--- src/rtl/exp4_unidade_controle_if.sv ---
// Handshake/status bundle between the experiment-4 control unit and its datapath.
// The control unit uses the slave modport; the datapath (or a bench) uses master.
interface exp4_unidade_controle_if;
    logic       iniciar;
    logic       jogada;
    logic       igual;
    logic       fimC;
    logic       zeraC;
    logic       contaC;
    logic       zeraR;
    logic       registraR;
    logic       pronto;
    logic       acertou;
    logic       errou;
    logic       timeout;
    logic [3:0] db_estado;

    modport master (
        output iniciar, jogada, igual, fimC,
        input  zeraC, contaC, zeraR, registraR, pronto, acertou, errou, timeout, db_estado
    );

    modport slave (
        input  iniciar, jogada, igual, fimC,
        output zeraC, contaC, zeraR, registraR, pronto, acertou, errou, timeout, db_estado
    );
endinterface

--- src/rtl/exp4_unidade_controle.sv ---
// Moore control unit for the experiment-4 datapath: one address per move, ends in hit/miss.
// Optional round timeout in espera is enabled by defining UC_TIMEOUT_EN.
module exp4_unidade_controle #(
    parameter int unsigned TIMEOUT_CYCLES = 3000
) (
    input logic                    clock,
    input logic                    reset,
    exp4_unidade_controle_if.slave uc
);

    typedef enum logic [3:0] {
        inicial     = 4'b0000,
        preparacao  = 4'b0001,
        espera      = 4'b0010,
        registra    = 4'b0100,
        comparacao  = 4'b0101,
        proximo     = 4'b0110,
`ifdef UC_TIMEOUT_EN
        fim_timeout = 4'b1101,
`endif
        fim_acertou = 4'b1010,
        fim_errou   = 4'b1110
    } estado_t;

    estado_t state, next_state;
    logic    jogada_d;
    logic    pulse;

    // jogada_d resets to 1 so a key held through reset never counts as a move
    always_ff @(posedge clock) begin
        if (reset) begin
            state    <= inicial;
            jogada_d <= 1'b1;
        end else begin
            state    <= next_state;
            jogada_d <= uc.jogada;
        end
    end

    assign pulse = uc.jogada & ~jogada_d;

`ifdef UC_TIMEOUT_EN
    logic [15:0] cnt;
    logic        expired;

    always_ff @(posedge clock) begin
        if (reset || state != espera)
            cnt <= '0;
        else
            cnt <= cnt + 16'd1;
    end

    assign expired = (cnt == 16'(TIMEOUT_CYCLES - 1));
`else
    // Without the timeout feature the parameter has no effect.
    if (TIMEOUT_CYCLES == 0) begin : g_timeout_unused
    end
`endif

    always_comb begin
        next_state = state;
        case (state)
            inicial:     if (uc.iniciar) next_state = preparacao;
            preparacao:  next_state = espera;
            espera: begin
                if (pulse)
                    next_state = registra;
`ifdef UC_TIMEOUT_EN
                else if (expired)
                    next_state = fim_timeout;
`endif
            end
            registra:    next_state = comparacao;
            // a mismatch outranks the last-address flag
            comparacao: begin
                if (!uc.igual)
                    next_state = fim_errou;
                else if (uc.fimC)
                    next_state = fim_acertou;
                else
                    next_state = proximo;
            end
            proximo:     next_state = espera;
            fim_acertou: if (uc.iniciar) next_state = preparacao;
            fim_errou:   if (uc.iniciar) next_state = preparacao;
`ifdef UC_TIMEOUT_EN
            fim_timeout: if (uc.iniciar) next_state = preparacao;
`endif
            default:     next_state = inicial;
        endcase
    end

    always_comb begin
        uc.zeraC     = 1'b0;
        uc.zeraR     = 1'b0;
        uc.registraR = 1'b0;
        uc.contaC    = 1'b0;
        uc.pronto    = 1'b0;
        uc.acertou   = 1'b0;
        uc.errou     = 1'b0;
        uc.timeout   = 1'b0;
        case (state)
            preparacao: begin
                uc.zeraC = 1'b1;
                uc.zeraR = 1'b1;
            end
            registra:    uc.registraR = 1'b1;
            proximo:     uc.contaC    = 1'b1;
            fim_acertou: begin
                uc.pronto  = 1'b1;
                uc.acertou = 1'b1;
            end
            fim_errou: begin
                uc.pronto = 1'b1;
                uc.errou  = 1'b1;
            end
`ifdef UC_TIMEOUT_EN
            fim_timeout: begin
                uc.pronto  = 1'b1;
                uc.errou   = 1'b1;
                uc.timeout = 1'b1;
            end
`endif
            default: ;
        endcase
    end

    assign uc.db_estado = state;

endmodule

--- src/flat_wrapper.sv ---
// flat-port wrapper written by rule: the top's interface ports become plain ports
module exp4_unidade_controle_flat 
#(
    parameter int unsigned TIMEOUT_CYCLES = 3000
)
  (clock, reset, uc_iniciar, uc_jogada, uc_igual, uc_fimC, uc_zeraC, uc_contaC, uc_zeraR, uc_registraR, uc_pronto, uc_acertou, uc_errou, uc_timeout, uc_db_estado);
  exp4_unidade_controle_if uc_i ();
  input logic clock;
  input logic reset;
  input wire logic [$bits(uc_i.iniciar)-1:0] uc_iniciar;
  input wire logic [$bits(uc_i.jogada)-1:0] uc_jogada;
  input wire logic [$bits(uc_i.igual)-1:0] uc_igual;
  input wire logic [$bits(uc_i.fimC)-1:0] uc_fimC;
  output wire logic [$bits(uc_i.zeraC)-1:0] uc_zeraC;
  output wire logic [$bits(uc_i.contaC)-1:0] uc_contaC;
  output wire logic [$bits(uc_i.zeraR)-1:0] uc_zeraR;
  output wire logic [$bits(uc_i.registraR)-1:0] uc_registraR;
  output wire logic [$bits(uc_i.pronto)-1:0] uc_pronto;
  output wire logic [$bits(uc_i.acertou)-1:0] uc_acertou;
  output wire logic [$bits(uc_i.errou)-1:0] uc_errou;
  output wire logic [$bits(uc_i.timeout)-1:0] uc_timeout;
  output wire logic [$bits(uc_i.db_estado)-1:0] uc_db_estado;
  assign uc_i.iniciar = uc_iniciar;
  assign uc_i.jogada = uc_jogada;
  assign uc_i.igual = uc_igual;
  assign uc_i.fimC = uc_fimC;
  assign uc_zeraC = uc_i.zeraC;
  assign uc_contaC = uc_i.contaC;
  assign uc_zeraR = uc_i.zeraR;
  assign uc_registraR = uc_i.registraR;
  assign uc_pronto = uc_i.pronto;
  assign uc_acertou = uc_i.acertou;
  assign uc_errou = uc_i.errou;
  assign uc_timeout = uc_i.timeout;
  assign uc_db_estado = uc_i.db_estado;
  exp4_unidade_controle #(.TIMEOUT_CYCLES(TIMEOUT_CYCLES)) u_core (.clock(clock), .reset(reset), .uc(uc_i));
endmodule
--- config.mk ---
export PLATFORM = sky130hd
export DESIGN_NAME = exp4_unidade_controle_flat
export DESIGN_NICKNAME = d
export VERILOG_FILES = /design/src/rtl/exp4_unidade_controle_if.sv /design/src/rtl/exp4_unidade_controle.sv /design/src/flat_wrapper.sv
export SDC_FILE = /design/constraint.sdc
export NUM_CORES = 1
export LEC_CHECK = 0
export BUFFER_PORTS_ARGS = -buffer_cell sky130_fd_sc_hd__buf_2
export CAP_MARGIN = 20
export CORE_AREA = 2 2 39 41
export CTS_CLUSTER_DIAMETER = 50
export DETAILED_ROUTE_END_ITERATION = 10
export DIE_AREA = 0 0 41 43
export GPL_TIMING_DRIVEN = 0
export PLACE_DENSITY_LB_ADDON = 0.2
export SLEW_MARGIN = 15
export SYNTH_ARGS = -nofsm -noshare
export SYNTH_HDL_FRONTEND = slang
export SYNTH_SLANG_ARGS = --single-unit
--- constraint.sdc ---
create_clock -name clock -period 1.45 [get_ports clock]
set_input_delay 0.0725 -clock clock [delete_from_list [all_inputs] [get_ports clock]]
set_output_delay 0.0725 -clock clock [all_outputs]
set_load 0.02 [all_outputs]
== After elaboration in Yosys (flattened, before gate mapping) ==
Index checks and enable logic that the tools add are counted.

* Input port bits: 6
* Flip-flop bits (word level): 5
* Output and inout port bits: 12
* Word-level logic and storage cells: 29

* Bitwise logic cells: 2
* Equality and inequality tests: 9
* Multiplexer cells: 11
* Reduce and logical (&&, ||, !) cells: 5

{| class="wikitable"
|+ Operators with widths
! operator !! count
|-
| $pmux 4 s5 || 1
|-
| $mux 4 || 4
|-
| $eq 4x3->1 const B || 3
|-
| $eq 4x4->1 const B || 2
|-
| $mux 1 || 6
|-
| $eq 4x1->1 const B || 1
|-
| $eq 4x2->1 const B || 1
|-
| $logic_not 4->1 || 1
|-
| $ne 2x1->1 const B || 2
|-
| $reduce_or 2->1 || 2
|-
| $reduce_or 3->1 || 1
|-
| $reduce_and 2->1 || 1
|-
| $and 1x1->1 || 1
|-
| $not 1->1 || 1
|}

== Logic depth before layout (Yosys ltp) ==
* Depth after elaboration: 4
* Mapped depth: 5

== Least setup slack after synthesis ==
No wires, ideal clock.

* Kind: flip-flop to output port
* From: register u_core.state[2], in the netlist u_core.uc.db_estado[2]
* To: output uc_zeraR
* Buffers on the path: 2
* Arrival time: 1.461 ns
* Cell stages (with the launch flop): 5
* Path slack: -0.083 ns
* Cell sequence: dfxtp_1 buf_6 or3_4 nor2_1 buf_4

* Word-level cells in the longest chain between the ends: 2

{| class="wikitable"
|+ Ends and longest elaborated chain
! item !! RTL line !! RTL
|-
| start: declaration || exp4_unidade_controle.sv:25 || <nowiki>estado_t state, next_state;</nowiki>
|-
| start signal: assignment || exp4_unidade_controle.sv:32 || <nowiki>state <= inicial;</nowiki>
|-
| start signal: assignment || exp4_unidade_controle.sv:35 || <nowiki>state <= next_state;</nowiki>
|-
| $eq 4x1->1 || n/a ||
|-
| $mux 1 || n/a ||
|-
| end: declaration || flat_wrapper.sv:16 || <nowiki>output wire logic [$bits(uc_i.zeraR)-1:0] uc_zeraR;</nowiki>
|}

Every way passes these cells.

== Worst setup path in the final report ==
* From: register u_core.state[2], in the netlist u_core.uc.db_estado[2]
* To: register u_core.state[2], in the netlist u_core.uc.db_estado[2]

* Word-level cells in the longest chain between the ends: 4

{| class="wikitable"
|+ Ends and longest elaborated chain
! item !! RTL line !! RTL
|-
| $eq 4x4->1 or $logic_not 4->1 (tied branches) || exp4_unidade_controle.sv:62 || <nowiki>case (state)</nowiki>
|-
| $reduce_or 3->1 (no source line) || n/a ||
|-
| $ne 2x1->1 (no source line) || n/a ||
|-
| $reduce_and 2->1 (no source line) || n/a ||
|}

Several ways; a longest one is shown, not always the timed one.
A chain may end at the register's enable or synchronous reset.

==> impl_metrics.tcl <==
set metrics [dict create \
    period_minus_slack_ns 1.42 \
    io_pins 18 \
    drive_gt1_share_pct 55.7 \
    crit_type "flop to flop" \
    grt_pass1_wl_mm 1.16 \
    area_delta_synth_final_pct 44.0 \
    drc 0 \
    nNetsFinal 68 \
    dpl.hpwl_um 563 \
    layout_commonest_cell "buf_2" \
    final.setup_skew_ns 0.00106 \
    grt_max_degree 11 \
    clk_path_buf_depth 2 \
    cts_sinks 5 \
    rsz0062_at_grt "true" \
    drt-initial-drc-count 0 \
    antenna_found_initial 0 \
    critPathCaptureType "flop" \
    gp_congestion 0.667 \
    critPathArrivalTime_ns 1.54 \
    path_max_fanout 5 \
    die_h_um 43 \
    dr.pass1.iters 1 \
    synth_cell_type_count 24 \
    status "finished clean" \
    p_leak_nw 0.237 \
    cap_violations 0 \
    wl_um 745 \
    clkTransAtPathRegs_ns 0.04 \
    setup-violations-final 0 \
    grt_usage_pct 9.76 \
    ys_seq_area_share_pct 29.1 \
    crit_slowest_cell "or3_4" \
    syn-num-nets 46 \
    clock_latency_ns 0.23 \
    syn-cell-area_sq_um 344 \
    htreeDepth 1 \
    worstPathRequired_ns 1.58 \
    num_vias 341 \
    cpPeakStageDelay_ns 0.42 \
    hold_buffers 0 \
    p_per_area_nw_per_um2 1150 \
    num_rows 14 \
    hp-class "primary input to flop" \
    period_share_pct 97.6 \
    n_antenna_cell 0 \
    whs_ns 0.0326 \
    vdd_ir_drop_max_mv 0.382 \
    max_freq_mhz 706 \
    fillers 153 \
    grt_pass1_vias 284 \
    ys_ff_latch 5 \
    syn_avg_cell_area_sq_um 8.60 \
    yosysWarnings 0 \
    viasPerCell 4.43 \
    grt_overflow_total 0 \
    cts-root-buf "clkbuf_4" \
    worstSetupStartpointType "flop" \
    numCtsBuffers 3 \
    path_cells "or3_4 -> a211oi_4 -> or4_1 -> a21oi_1" \
    die_width_um 41 \
    fin_total_pwr_mw 0.572 \
    layout_common_cells "buf_2, buf_4" \
    start_util_pct 24.9 \
    slew_viol_final 0 \
    synthCells 40 \
    hold_viol_final 0 \
    fp.coreArea_sq_um 1380 \
    ant_nets 0 \
    portBuffers 16 \
    tritoncts "built" \
    die_area_sq_um 1760 \
    avgRoutedWirePerCell_um 9.68 \
]
==> cell usage after synthesis <==
cell,number,share of area [%]
dfxtp_1,5,29
a21oi_1,3,4.4
buf_4,3,6.5
nand2_1,3,3.3
nor2_1,3,3.3
nor2b_1,3,5.5
nor4b_1,3,7.6
a211oi_4,1,5.8
a21o_1,1,2.2
a31oi_1,1,1.8
and2_2,1,2.2
and3_2,1,2.2
buf_6,1,3.3
conb_1,1,1.1
inv_1,1,1.1
mux2i_1,1,2.9
nor2b_2,1,2.5
nor4_1,1,1.8
o21ai_1,1,1.5
or2_2,1,1.8
or2b_1,1,2.2
or3_4,1,3.3
or4_1,1,2.2
xor2_1,1,2.5
==> power breakdown <==
group,switching (mW),leakage (nW),internal (mW)
registers,0.0330,0.0425,0.157
logic,0.114,0.180,0.112
clock network,0.0518,0.0150,0.104
total,0.199,0.237,0.373
==> per-layer routing <==
metal	up-vias	GRT usage (%)	share of wire, %
met4	0	2.00	0
met5	-	0	0
met3	0	6.28	8.5
met1	149	12.9	46
li1	179	-	-
met2	13	13.1	45
==> cell families (layout without fill, tap and decap cells) <==
kind of cell | Yosys count | count (layout) | synth area share, %
buffers and inverters | 5 | 26 | 10.9
XOR/XNOR | 1 | 1 | 2.55
flip-flops | 5 | 5 | 29.1
AND/OR/NAND/NOR | 20 | 20 | 37.8
other | 1 | 1 | 1.09
multiplexers | 1 | 1 | 2.91
AO/OA/AOI/OAI | 7 | 7 | 15.6
==> repair_timing <==
| item | CTS | global route |
|---|---|---|
| pin swaps | 3 | 4 |
| setup buffers | 1 | 1 |
| endpoints found under the hold margin | 0 | 0 |
| gates resized for setup | 3 | 0 |
| setup endpoints to repair | 3 | 4 |
==> area by class of cell <==
| type | instances | area [sq um] | area share (%) |
|---|---|---|---|
| multi-input cells | 30 | 219 | 44.2 |
| repair buffers | 18 | 97.6 | 19.7 |
| flip-flops and latches | 5 | 106 | 21.5 |
| clock buffers | 4 | 26.3 | 5.30 |
| inverters | 1 | 3.75 | 0.758 |
| well taps | 16 | 20.0 | 4.04 |
| plain buffers | 3 | 22.5 | 4.55 |
==> state kept, by name, summed over array words and instances (netlist names) <==
| name | count |
|---|---|
| u_core.uc.db_estado | 4 |
| u_core.jogada_d | 1 |
==> stage by stage <==
step	setup WS, ns	instances	setup TNS, ns	area, sq um	util (%)
finish	0.0343	77	0	495	35.8
floorplan	0.0404	40	0	353	-
global route	-0.0143	77	-0.0238	495	35.8
detailed placement	-0.0260	72	-0.0510	453	32.7
global placement	-0.0277	72	-0.0414	453	32.7
CTS	0.0145	76	0	488	35.3
==> critical path: cells and delay by family, from the launching register on <==
family	cells	cell delay, ns
compound gates	2	0.38
flops	1	0.34
simple gates	2	0.58
==> final timing paths <==
kind	from	end	slack (ns)	cells past startpoint
min	uc_jogada	u_core.jogada_d	0.03	2
max	u_core.uc.db_estado[2]	u_core.uc.db_estado[2]	0.03	4
min reg2reg	u_core.uc.db_estado[2]	u_core.uc.db_estado[2]	0.49	2
max reg2reg	u_core.uc.db_estado[2]	u_core.uc.db_estado[2]	0.03	4
Note: power is estimated with default switching activity, not from simulation.
